--- src/rtl/axi_rd_arbiter.sv ---
// rtl/axi_rd_arbiter.sv - two-master AXI4-Lite read arbiter (IFU/LSU) with one outstanding read
module axi_rd_arbiter #(
    parameter int ADDR_W = 32,
    parameter int DATA_W = 64,
    parameter int RESP_W = 2
) (
    input  logic              clk,
    input  logic              rst,
    input  logic [ADDR_W-1:0] ifu_araddr_i,
    input  logic              ifu_arvalid_i,
    output logic              ifu_arready_o,
    output logic [DATA_W-1:0] ifu_rdata_o,
    output logic [RESP_W-1:0] ifu_rresp_o,
    output logic              ifu_rvalid_o,
    input  logic              ifu_rready_i,
    input  logic [ADDR_W-1:0] lsu_araddr_i,
    input  logic              lsu_arvalid_i,
    output logic              lsu_arready_o,
    output logic [DATA_W-1:0] lsu_rdata_o,
    output logic [RESP_W-1:0] lsu_rresp_o,
    output logic              lsu_rvalid_o,
    input  logic              lsu_rready_i,
    output logic [ADDR_W-1:0] xbar_araddr_o,
    output logic              xbar_arvalid_o,
    input  logic              xbar_arready_i,
    input  logic [DATA_W-1:0] xbar_rdata_i,
    input  logic [RESP_W-1:0] xbar_rresp_i,
    input  logic              xbar_rvalid_i,
    output logic              xbar_rready_o
);

    typedef enum logic [1:0] {
        IDLE,
        ADDR,
        DATA
    } state_t;

    state_t            state, state_nx;
    logic              grant, grant_nx;
    logic              last_grant, last_grant_nx;
    logic [ADDR_W-1:0] araddr_nx;
    logic              arvalid_nx;
    logic              winner;

    always_ff @(posedge clk) begin
        if (!rst) begin
            state          <= IDLE;
            grant          <= 1'b0;
            last_grant     <= 1'b1;
            xbar_araddr_o  <= '0;
            xbar_arvalid_o <= 1'b0;
        end else begin
            state          <= state_nx;
            grant          <= grant_nx;
            last_grant     <= last_grant_nx;
            xbar_araddr_o  <= araddr_nx;
            xbar_arvalid_o <= arvalid_nx;
        end
    end

    always_comb begin
        state_nx      = state;
        grant_nx      = grant;
        last_grant_nx = last_grant;
        araddr_nx     = xbar_araddr_o;
        arvalid_nx    = xbar_arvalid_o;
        winner        = 1'b0;
        ifu_arready_o = 1'b0;
        lsu_arready_o = 1'b0;
        ifu_rdata_o   = '0;
        ifu_rresp_o   = '0;
        ifu_rvalid_o  = 1'b0;
        lsu_rdata_o   = '0;
        lsu_rresp_o   = '0;
        lsu_rvalid_o  = 1'b0;
        xbar_rready_o = 1'b0;

        // Handshake outputs are suppressed while reset is held, whatever the state.
        if (rst) begin
            case (state)
                IDLE: begin
                    winner = (ifu_arvalid_i && lsu_arvalid_i) ? ~last_grant : lsu_arvalid_i;
                    if (ifu_arvalid_i || lsu_arvalid_i) begin
                        ifu_arready_o = ~winner;
                        lsu_arready_o = winner;
                        araddr_nx     = winner ? lsu_araddr_i : ifu_araddr_i;
                        arvalid_nx    = 1'b1;
                        grant_nx      = winner;
                        state_nx      = ADDR;
                    end
                end
                ADDR: begin
                    if (xbar_arready_i) begin
                        arvalid_nx = 1'b0;
                        state_nx   = DATA;
                    end
                end
                DATA: begin
                    if (grant) begin
                        lsu_rdata_o   = xbar_rdata_i;
                        lsu_rresp_o   = xbar_rresp_i;
                        lsu_rvalid_o  = xbar_rvalid_i;
                        xbar_rready_o = lsu_rready_i;
                    end else begin
                        ifu_rdata_o   = xbar_rdata_i;
                        ifu_rresp_o   = xbar_rresp_i;
                        ifu_rvalid_o  = xbar_rvalid_i;
                        xbar_rready_o = ifu_rready_i;
                    end
                    if (xbar_rvalid_i && xbar_rready_o) begin
                        last_grant_nx = grant;
                        state_nx      = IDLE;
                    end
                end
                default: state_nx = IDLE;
            endcase
        end
    end

endmodule

--- config.mk ---
export PLATFORM = sky130hd
export DESIGN_NAME = axi_rd_arbiter
export DESIGN_NICKNAME = d
export VERILOG_FILES = /design/src/rtl/axi_rd_arbiter.sv
export SDC_FILE = /design/constraint.sdc
export NUM_CORES = 1
export LEC_CHECK = 0
export ABC_AREA = 0
export BUFFER_PORTS_ARGS = -buffer_cell sky130_fd_sc_hd__clkbuf_2
export CAP_MARGIN = 0
export CORE_AREA = 2 2 119 121
export CTS_BUF_LIST = sky130_fd_sc_hd__clkbuf_16
export DETAILED_ROUTE_END_ITERATION = 12
export DIE_AREA = 0 0 121 123
export PLACE_DENSITY = 0.52
export SYNTH_ARGS = -nofsm -noshare
export SYNTH_HDL_FRONTEND = slang
export SYNTH_SLANG_ARGS = --single-unit
--- constraint.sdc ---
create_clock -name clk -period 1.52 [get_ports clk]
set_clock_uncertainty 0.1 [all_clocks]
set_input_delay 0.304 -clock clk [delete_from_list [all_inputs] [get_ports clk]]
set_output_delay 0.304 -clock clk [all_outputs]
set_load 0.1 [all_outputs]
==> summary.txt <==
Timing
  • Worst Tran Pin Value: 309 ps
  • Minimum clock period: 2030 ps
  • Final setup violating endpoints: 137
  • Final clock period utilization by the worst path: 1.33
  • Max Transition Viols Final: 0
  • FMAX: 0.493 GHz
  • Final WS setup: -507 ps
  • Fin Hold WS: 128 ps
  • RSZ-0062 raised after global routing: true
  • Max_slew headroom: 0.794
  • Final hold violations: 0

Clock network
  • CTS Sinks: 37
  • TritonCTS clock tree: built
  • Clk slew on worst S/H paths: 50 ps
  • Post-CTS Hold Buffers: 0
  • CTS buffer count: 5
  • Root buffer cell: clkbuf_16
  • Worst skew pair latency: 280 ps
  • CTS max path bufs: 2
  • H-tree Lvls: 2

Final layout
  • Fin nets: 786
  • Core Util, Final: 0.566
  • Most common cell after layout, fill and taps aside: buf_12
  • Post-Layout Cell Count: 830
  • Area of the multi-input gates: 0.00229 sq mm
  • Area delta synth->final: 172%
  • Fillers: 1135
  • FF/Latch Area: 744 sq um
  • Commonest non-fill, non-tap cells in the layout: 150 x buf_12, 137 x clkbuf_2, 123 x and2_4, 41 x buf_4, 34 x dfxtp_1
  • Layout cells sized above 1: 0.818

Floorplanning
  • Core region area: 0.0136 sq mm
  • IO Pins: 308
  • # rows: 43
  • Die ar.: 0.0149 sq mm
  • Die X: 121 microns
  • Initial Utilization: 0.208
  • Die Height: 123 microns

Route
  • Routed length per instance: 18.5 microns
  • Vias per inst: 4.39
  • Routed Antenna Nets: 0
  • Residual DRC: 0
  • Drt pass-1 iters: 4
  • Vias: 3643
  • Final WL: 15300 microns
  • Initial DRC count: 137

Pwr
  • Worst vdd rail ir drop: 0.000885 V
  • Power Total: 4.61 mW
  • Pwr dens: 599 mW/mm^2
  • Leakage: 3.43 nW

Setup path
  • WP data arrival: 1620 ps
  • CP Capture Type: output pin
  • Crit path launch type: flop
  • Max FO, Critical Path: 12
  • Worst path required time: 1120 ps
  • CP Class: reg2out

Synthesis
  • Post-Syn Instances: 330
  • Mapped Avg Cell Area: 8.57 sq um
  • Yosys reg bits: 37
  • Register area share after synthesis: 0.262
  • Syn nets: 468
  • Post-Syn Area: 0.00283 sq mm
  • Main synth FF type: dfxtp_1
  • Yosys warns: 0
  • Synth async-reset ratio: 0
  • Number of synthesized flops with an enable pin: 0
  • Yosys cell types: 33

Worst hold path
  • Worst Hold Class: in2reg

Global route
  • Pin count of the biggest net entering global routing: 37
  • First-pass GRT wire length: 21700 microns
  • Total grt overflow: 0
  • Initial antenna violation count: 1
  • Vias in the first global route: 3607
  • GRT Total Usage: 0.190

Placement
  • Placed cells: 810
  • DP Wirelength: 12200 microns
  • GPL Wtd Cong: 0.905
  • PortBufs: 307

Status
  • Status: finished, violations left
  • Failing checks: negative setup slack

Run
  • Maxcap violations: 0
cells by family after synthesis:
kind of cell           share of synthesized area
and+or+nand+nor                            0.326
AOI/OAI and AO/OA                          0.224
DFF                                        0.262
buffers and inverters                     0.0717
muxes                                      0.117
cell usage after synthesis (3+ instances only):
library cell / count / share of area
and2_1: 133 / 0.29
dfxtp_1: 37 / 0.26
a21oi_1: 34 / 0.060
mux2i_1: 33 / 0.12
a211oi_2: 30 / 0.13
clkbuf_1: 10 / 0.013
clkbuf_2: 7 / 0.012
buf_2: 5 / 0.0088
buf_6: 5 / 0.020
buf_4: 4 / 0.011
a211oi_1: 3 / 0.0080
nand2_1: 3 / 0.0040
nor3_1: 3 / 0.0053
per-layer routing:
metal / track usage / up-vias / routed length (microns)
met4: 0.0596 / 0 / 321
met1: 0.230 / 1688 / 5880
met3: 0.0424 / 17 / 1230
met2: 0.336 / 180 / 7910
met5: 0 / - / 0
li1: - / 1758 / -
state kept, by name, summed over array words and instances, names as in the netlist:
signal,cells
grant,1
last_grant,1
xbar_arvalid_o,1
xbar_araddr_o,32
state,2
worst max-delay path, cell delays in order, from the launching register on:
cell       delay (ps)
dfxtp_2           320
nand3b_1          210
nor2_4            170
buf_12            140
clkbuf_16         160
and2_4            160
buf_12            170
where the power goes:
part	total, mW	leakage [nW]	internal [mW]	switching, mW
sequential	1.16	0.308	1.09	0.0736
clock	0.979	0.0748	0.595	0.384
combinational	2.47	3.05	0.845	1.63
area by class of cell:
class / count / area share
repair buffers: 343 / 0.556
clock inverters: 3 / 0.00179
clock buffers: 5 / 0.0163
multi-input cells: 257 / 0.298
well taps: 180 / 0.0293
diodes: 1 / 0.000325
inverters: 4 / 0.00195
flip-flops and latches: 37 / 0.0967
what timing repair did:
item,4_1_cts,5_1_grt
gates cloned,5,2
resized for setup,9,25
setup buffers,3,8
pin swaps,13,12
setup endpoints to repair,138,153
per-stage QoR:
step / instance area, sq um / worst slack [ps] / TNS [ps]
after global routing: 7700 / -554 / -70350
after floorplan: 3290 / -388 / -29310
after detailed placement: 7240 / -221 / -23110
final: 7700 / -507 / -63460
after global placement: 7240 / -168 / -19140
after CTS: 7550 / -494 / -62760
final timing paths:
path / start / slack [ps] / to / cells after the start
max: state[0] / -510 / ifu_rdata_o[40] / 6
min: xbar_arready_i / 130 / state[0] / 2
max reg2reg: state[1] / 20 / xbar_araddr_o[20] / 7
min reg2reg: xbar_araddr_o[14] / 420 / xbar_araddr_o[14] / 2
Power figures use the tool's default switching activity.
